$ cat src/rtl/toggle_code_decoder_if.sv
// Bus between the toggle-code encoder side and the decoder: the code/clear inputs
// and the decoded press/fault status.
interface toggle_code_decoder_if #(
  parameter int CNT_W = 8,
  parameter int ERR_W = 4
);
  logic [1:0]       code;
  logic             clear;
  logic             key_event;
  logic             phase;
  logic             locked;
  logic             fault;
  logic [CNT_W-1:0] press_count;
  logic [ERR_W-1:0] fault_count;

  modport master (
    output code, clear,
    input  key_event, phase, locked, fault, press_count, fault_count
  );

  modport slave (
    input  code, clear,
    output key_event, phase, locked, fault, press_count, fault_count
  );
endinterface

$ cat src/rtl/toggle_code_decoder.sv
// Receive-side decoder for the two-state key toggle encoder: tracks the encoder
// phase, reconstructs presses, counts faults and re-locks on the next press code.
module toggle_code_decoder #(
  parameter int CNT_W = 8,
  parameter int ERR_W = 4
) (
  input  logic                  clock,
  input  logic                  reset,
  toggle_code_decoder_if.slave  bus
);

  typedef enum logic [1:0] {
    S_EXPECT_01 = 2'd0,
    S_EXPECT_10 = 2'd1,
    S_FAULT     = 2'd2
  } state_t;

  state_t           state_q, state_d;
  logic             phase_q, phase_d;
  logic             locked_q, locked_d;
  logic             key_event_q, key_event_d;
  logic             fault_q, fault_d;
  logic [CNT_W-1:0] press_count_q, press_count_d;
  logic [ERR_W-1:0] fault_count_q, fault_count_d;

  function automatic logic [ERR_W-1:0] sat_inc(input logic [ERR_W-1:0] v);
    return (&v) ? v : v + 1'b1;
  endfunction

  logic             accept;
  logic             fault_hit;
  logic [CNT_W-1:0] press_base;
  logic [ERR_W-1:0] fault_cnt_base;

  always_comb begin
    accept    = 1'b0;
    fault_hit = 1'b0;
    case (state_q)
      S_EXPECT_01: begin
        accept    = (bus.code == 2'b01);
        fault_hit = bus.code[1];
      end
      S_EXPECT_10: begin
        accept    = (bus.code == 2'b10);
        fault_hit = bus.code[0];
      end
      default: begin
        // In FAULT either press code re-locks; only 11 keeps counting faults.
        accept    = (bus.code == 2'b01) || (bus.code == 2'b10);
        fault_hit = (bus.code == 2'b11);
      end
    endcase
  end

  // Clear zeroes the counters before the current code's effect is layered on top.
  always_comb begin
    press_base     = bus.clear ? '0 : press_count_q;
    fault_cnt_base = bus.clear ? '0 : fault_count_q;

    state_d       = state_q;
    phase_d       = phase_q;
    locked_d      = locked_q;
    key_event_d   = 1'b0;
    fault_d       = bus.clear ? 1'b0 : fault_q;
    press_count_d = press_base;
    fault_count_d = fault_cnt_base;

    if (accept) begin
      phase_d       = (bus.code == 2'b01);
      state_d       = (bus.code == 2'b01) ? S_EXPECT_10 : S_EXPECT_01;
      locked_d      = 1'b1;
      key_event_d   = 1'b1;
      press_count_d = press_base + 1'b1;
    end else if (fault_hit) begin
      state_d       = S_FAULT;
      locked_d      = 1'b0;
      fault_d       = 1'b1;
      fault_count_d = sat_inc(fault_cnt_base);
    end
  end

  always_ff @(posedge clock) begin
    if (reset) begin
      state_q       <= S_EXPECT_01;
      phase_q       <= 1'b0;
      locked_q      <= 1'b1;
      key_event_q   <= 1'b0;
      fault_q       <= 1'b0;
      press_count_q <= '0;
      fault_count_q <= '0;
    end else begin
      state_q       <= state_d;
      phase_q       <= phase_d;
      locked_q      <= locked_d;
      key_event_q   <= key_event_d;
      fault_q       <= fault_d;
      press_count_q <= press_count_d;
      fault_count_q <= fault_count_d;
    end
  end

  assign bus.key_event   = key_event_q;
  assign bus.phase       = phase_q;
  assign bus.locked      = locked_q;
  assign bus.fault       = fault_q;
  assign bus.press_count = press_count_q;
  assign bus.fault_count = fault_count_q;

endmodule

$ cat src/flat_wrapper.sv
// flat-port wrapper written by rule: the top's interface ports become plain ports
module toggle_code_decoder_flat 
#(
  parameter int CNT_W = 8,
  parameter int ERR_W = 4
)
  (clock, reset, bus_code, bus_clear, bus_key_event, bus_phase, bus_locked, bus_fault, bus_press_count, bus_fault_count);
  toggle_code_decoder_if #(.CNT_W(CNT_W), .ERR_W(ERR_W)) bus_i ();
  input  logic clock;
  input  logic reset;
  input wire logic [$bits(bus_i.code)-1:0] bus_code;
  input wire logic [$bits(bus_i.clear)-1:0] bus_clear;
  output wire logic [$bits(bus_i.key_event)-1:0] bus_key_event;
  output wire logic [$bits(bus_i.phase)-1:0] bus_phase;
  output wire logic [$bits(bus_i.locked)-1:0] bus_locked;
  output wire logic [$bits(bus_i.fault)-1:0] bus_fault;
  output wire logic [$bits(bus_i.press_count)-1:0] bus_press_count;
  output wire logic [$bits(bus_i.fault_count)-1:0] bus_fault_count;
  assign bus_i.code = bus_code;
  assign bus_i.clear = bus_clear;
  assign bus_key_event = bus_i.key_event;
  assign bus_phase = bus_i.phase;
  assign bus_locked = bus_i.locked;
  assign bus_fault = bus_i.fault;
  assign bus_press_count = bus_i.press_count;
  assign bus_fault_count = bus_i.fault_count;
  toggle_code_decoder #(.CNT_W(CNT_W), .ERR_W(ERR_W)) u_core (.clock(clock), .reset(reset), .bus(bus_i));
endmodule
$ cat config.mk
export PLATFORM = sky130hd
export DESIGN_NAME = toggle_code_decoder_flat
export DESIGN_NICKNAME = d
export VERILOG_FILES = /design/src/rtl/toggle_code_decoder_if.sv /design/src/rtl/toggle_code_decoder.sv /design/src/flat_wrapper.sv
export SDC_FILE = /design/constraint.sdc
export NUM_CORES = 1
export LEC_CHECK = 0
export CAP_MARGIN = 30
export CORE_MARGIN = 5
export CORE_UTILIZATION = 40
export DETAILED_ROUTE_END_ITERATION = 16
export PLACE_DENSITY = 0.66
export SYNTH_ARGS = -nofsm -noshare
export SYNTH_HDL_FRONTEND = slang
export SYNTH_SLANG_ARGS = --single-unit
$ cat constraint.sdc
create_clock -name clock -period 4.68 [get_ports clock]
set_clock_uncertainty 0.2 [all_clocks]
set_input_delay 0.468 -clock clock [delete_from_list [all_inputs] [get_ports clock]]
set_output_delay 0.468 -clock clock [all_outputs]
set_load 0.005 [all_outputs]
; Word-level counts from Yosys, hierarchy flattened
; Cells that the tools add are included.
[word_totals]
register_bits = 18
in_bits = 5
output_inout_bits = 16
wordCells = 33
[op_classes]
add_sub_neg = 2
n_eq_ne = 4
muxes = 15
n_reduce_logical = 5
[ops]
columns = cell, count
row1 = 4-bit 2-to-1 mux, 4
row2 = 8-bit 2-to-1 mux, 2
row3 = 8-bit by 1-bit adder with 8-bit output (second input constant), 1
row4 = 1-bit 2-to-1 mux, 5
row5 = 4-bit by 1-bit adder with 4-bit output (second input constant), 1
row6 = 2-bit by 1-bit equality test with 1-bit output (second input constant), 2
row7 = 2-bit equality test (second input constant), 2
row8 = 2-bit 2-to-1 mux, 2
row9 = 1-bit one-hot mux with 2 select lines, 2
row10 = 4-bit AND reduction, 1
row11 = 2-bit zero test, 1
row12 = 2-bit nonzero test, 1
row13 = 2-bit OR reduction, 1
row14 = 1-bit logical OR, 1

; Logic depth before layout (Yosys ltp)
[depth]
word_depth = 5
depth_mapped = 7
depth_no_buf = 6

; Worst setup path after synthesis
; Ideal clock, no wire load.
[synth_timing]
kind = input port to flip-flop
from = in bus_code[1]
to = reg u_core.fault_count_q[0], in the netlist u_core.bus.fault_count[0]
setup_time_ns = 0.123
t_arrival_ns = 1.648
required_ns = 4.357
slack_ns = 2.708
path_stages = 6
n_path_buf = 0
path_cell_list = inv_1 -> ha_1 -> mux2_4 -> o21ai_2 -> o2111ai_1 -> mux2_1
[synth_via]
elab_chain_len = 4
word_cells_on_any_way = 8
classes_between = eq/ne (3) / mux (4) / reduce/logical (1)
[synth_rtl]
columns = item, line_no
row1 = "start, declared", flat_wrapper.sv:11  ; input wire logic [$bits(bus_i.code)-1:0] bus_code;
row2 = "2-bit equality test, or another cell as far along", toggle_code_decoder.sv:50  ; fault_hit = (bus.code == 2'b11);
row3 = 1-bit one-hot mux with 2 select lines or 1-bit logical OR (tied branches), "toggle_code_decoder.sv:38, toggle_code_decoder.sv:49"
row4 = 4-bit 2-to-1 mux or 1-bit one-hot mux with 2 select lines (tied branches), "toggle_code_decoder.sv:74, toggle_code_decoder.sv:38"
row5 = 4-bit 2-to-1 mux (*), toggle_code_decoder.sv:68  ; if (accept) begin
row6 = "end signal, assigned", toggle_code_decoder.sv:98  ; fault_count_q <= fault_count_d;
row7 = "end, declared", toggle_code_decoder.sv:24  ; logic [ERR_W-1:0] fault_count_q, fault_count_d;
; Every way passes the cells marked *; elsewhere a longest branch is shown, timed or not.
; A chain may end at the register's enable or synchronous reset.

; Final worst setup path
; Ends and elaborated chain as after synthesis.

==> reports/results.tsv <==
metric	value	unit
largest family of logic cells by synthesized area	simple AND/OR/NAND/NOR gates	
post-synthesis compound-gate area fraction	15.57	%
met2 WL post-DR	910	µm
relative slew slack	60.99	%
Critical Path RT	4.67	ns
Max Fanout on Critical Path	14	
worst setup path category	in2reg	
TritonCTS clock tree	built	
Final setup violation count	0	
placer's final routability congestion estimate	0.7934	
Fin. Hold Viols	0	
status	finished clean	
crit end category	flip-flop	
DR pass1 iterations	4	
RSZ-0062 raised after global routing	false	
Design Area, Final	1211	µm²
Clock Path Buffers	2	
Most used DFF post-synth	dfxtp_1	
number of global-route vias before repair	762	
Yosys reg bits	18	
Detailed Route Iter0 Violations	13	
placed instance area	1175	µm²
DIE WIDTH	58.70	µm
Simple-Gate Fraction of Synth Area	25.99	%
uppermost layer routed	met4	
Cell Pwr Density	263.3	nW/µm²
FILL cells	215	
Worst Hold Class	reg2reg	
fin. max-slew vios	0	
total number of vias	822	
Starting Density	42.47	%
combinational power share	17.3	%
P_leak	0.4618	nW
Die Span Y	58.70	µm
Setup TNS	0	ns
DP HPWL	1493	µm
CTS resizes	0	
XOR/XNOR share of the synthesized area	2.770	%
startpoint class of the critical path	input port	
Post-Synth Adder-Cell Area	7.916	%
GRT Residual Overflow	0	
net switching power	82.59	µW
Post-Syn Instances	108	
post-route ant nets	0	
Clk pwr share	30.2	%
Synth-to-Final Area Change	27.70	%
clk slew on worst S/H paths	0.10	ns
clock latency on the worst-skew pair	0.29	ns
mux cell area share after synthesis	7.256	%
P_int	236.3	µW
max-cap viol count	0	
EDFF count, synth	0	
Core ar.	2233	µm²
Sw Share	25.90	%
# rows	17	
Slew @ Worst Pin	0.5851	ns
Met1 Wirelength	912	µm
postcts setup bufs	0	
PnR Total Power	318.8	µW
DRC errors left	0	
Ports	21	
initial antenna violation count	0	
period utilization	57.95	%
met3 routed WL	91	µm
Max Freq	0.3688	GHz
CTS root buffer	clkbuf_4	
yosys warns	0	
number of buffers created by CTS	3	
largest net degree at the start of global routing	17	
min Tclk post-route	2.712	ns
first-pass GRT wire length	3374	µm
sequential cell area fraction in the yosys report	37.99	%
syn nets	119	
Wirelength per Cell	12.29	µm
Post-Syn Area	948.4	µm²
Port Buffer Count	20	
Routed WL	1942	µm
Synth Area per Inst	8.782	µm²
nets@finish	142	
cts hold-fix bufs	0	
part of the power in registers	52.5	%
die area	3445	µm²
Clock Sinks	18	
All-Layer GR Usage	12.50	%
Antenna diodes	0	
number of H-tree levels	1	
vias per cell	5.203	
share of cells above drive strength 1	8.462	%
VDD IR max	0.0001479	V
critical path arrival	2.70	ns
ys async rst share	0	%
Synth cell types	34	
-- cell usage after synthesis, types with 3 or more instances --
| library cell | count | area share, % |
|---|---|---|
| a21oi_1 | 5 | 2.6 |
| dfxtp_1 | 18 | 38 |
| ha_1 | 6 | 7.9 |
| inv_1 | 4 | 1.6 |
| nand2_1 | 10 | 4.0 |
| nand2b_1 | 8 | 5.3 |
| nand3_1 | 3 | 1.6 |
| nor2_1 | 12 | 4.7 |
| nor2b_1 | 5 | 3.3 |
| o211ai_1 | 4 | 3.2 |
| or4_1 | 3 | 2.4 |
-- power by group through the flow --
stage	sequential, mW	combinational [mW]	clock, mW
floorplan	0.171	0.0317	0
global placement	0.171	0.0544	0
detailed placement	0.171	0.0558	0
CTS	0.168	0.0560	0.101
global route	0.169	0.0613	0.109
finish	0.167	0.0552	0.0962
-- path summary, 6_finish.rpt --
path	from	end	slack, ns	cells after the start
worst max-delay path	bus_code[1]	u_core.bus.fault_count[0]	1.97	7
worst min register to register	u_core.bus.locked	u_core.bus.locked	0.26	1
worst max register to register	u_core.state_q[0]	u_core.bus.fault_count[0]	2.50	4
worst min-delay path	u_core.bus.locked	u_core.bus.locked	0.26	1
-- final cells by class --
| class | instances | area (µm²) | share of cell area [%] |
|---|---|---|---|
| clock buffer | 4 | 36.28 | 2.996 |
| inverter | 4 | 15.01 | 1.240 |
| multi-input combinational | 84 | 564.3 | 46.59 |
| sequential | 18 | 360.3 | 29.75 |
| tap | 28 | 35.03 | 2.893 |
| timing repair buffer | 20 | 200.2 | 16.53 |
-- worst max-delay path, stage by stage --
cell and delay, ns:
clkdlybuf4s50_1 0.51, inv_1 0.09, ha_1 0.19, mux2_4 0.30, o21ai_2 0.48, o2111ai_1 0.29
mux2_1 0.37
-- stage by stage --
stage / hold slack (ns) / instances / utilization (%) / setup slack, ns
2_1_floorplan: 0.2505 / 108 / - / 2.708
3_3_place_gp: 0.2402 / 154 / 52.61 / 1.771
3_5_place_dp: 0.2415 / 154 / 52.61 / 1.658
4_1_cts: 0.2675 / 158 / 54.23 / 1.981
5_1_grt: 0.2907 / 158 / 54.23 / 1.846
6_report: 0.2608 / 158 / 54.23 / 1.968
-- metal layers --
metal	GRT usage, %	up-vias
met2	20.10	16
met5	0	-
met4	3.883	0
li1	-	432
met1	16.07	370
met3	3.728	4
-- cells by family (layout without fill, tap and decap cells) --
| group | count (synthesis) | after routing |
|---|---|---|
| fa+ha+maj | 6 | 6 |
| compound gates | 21 | 21 |
| xor+xnor | 3 | 3 |
| buf+inv | 6 | 28 |
| simple gates | 48 | 48 |
| flops | 18 | 18 |
| mux | 6 | 6 |
-- state kept, by name, indices dropped and copies added (netlist names) --
signal,count
u_core.bus.press_count,8
u_core.bus.fault,1
u_core.bus.phase,1
u_core.bus.fault_count,4
u_core.state_q,2
u_core.bus.key_event,1
u_core.bus.locked,1
-- cells in the final DEF (no fill, tap or decap), drive strengths merged, types with 4 or more instances in the layout --
cell type / count
a21oi: 5
clkbuf: 4
clkdlybuf4s50: 20
dfxtp: 18
ha: 6
inv: 4
mux2: 4
nand2: 10
nand2b: 8
nor2: 12
nor2b: 5
o211ai: 5
o21ai: 4
No activity file was read; power rests on OpenSTA's default activity.
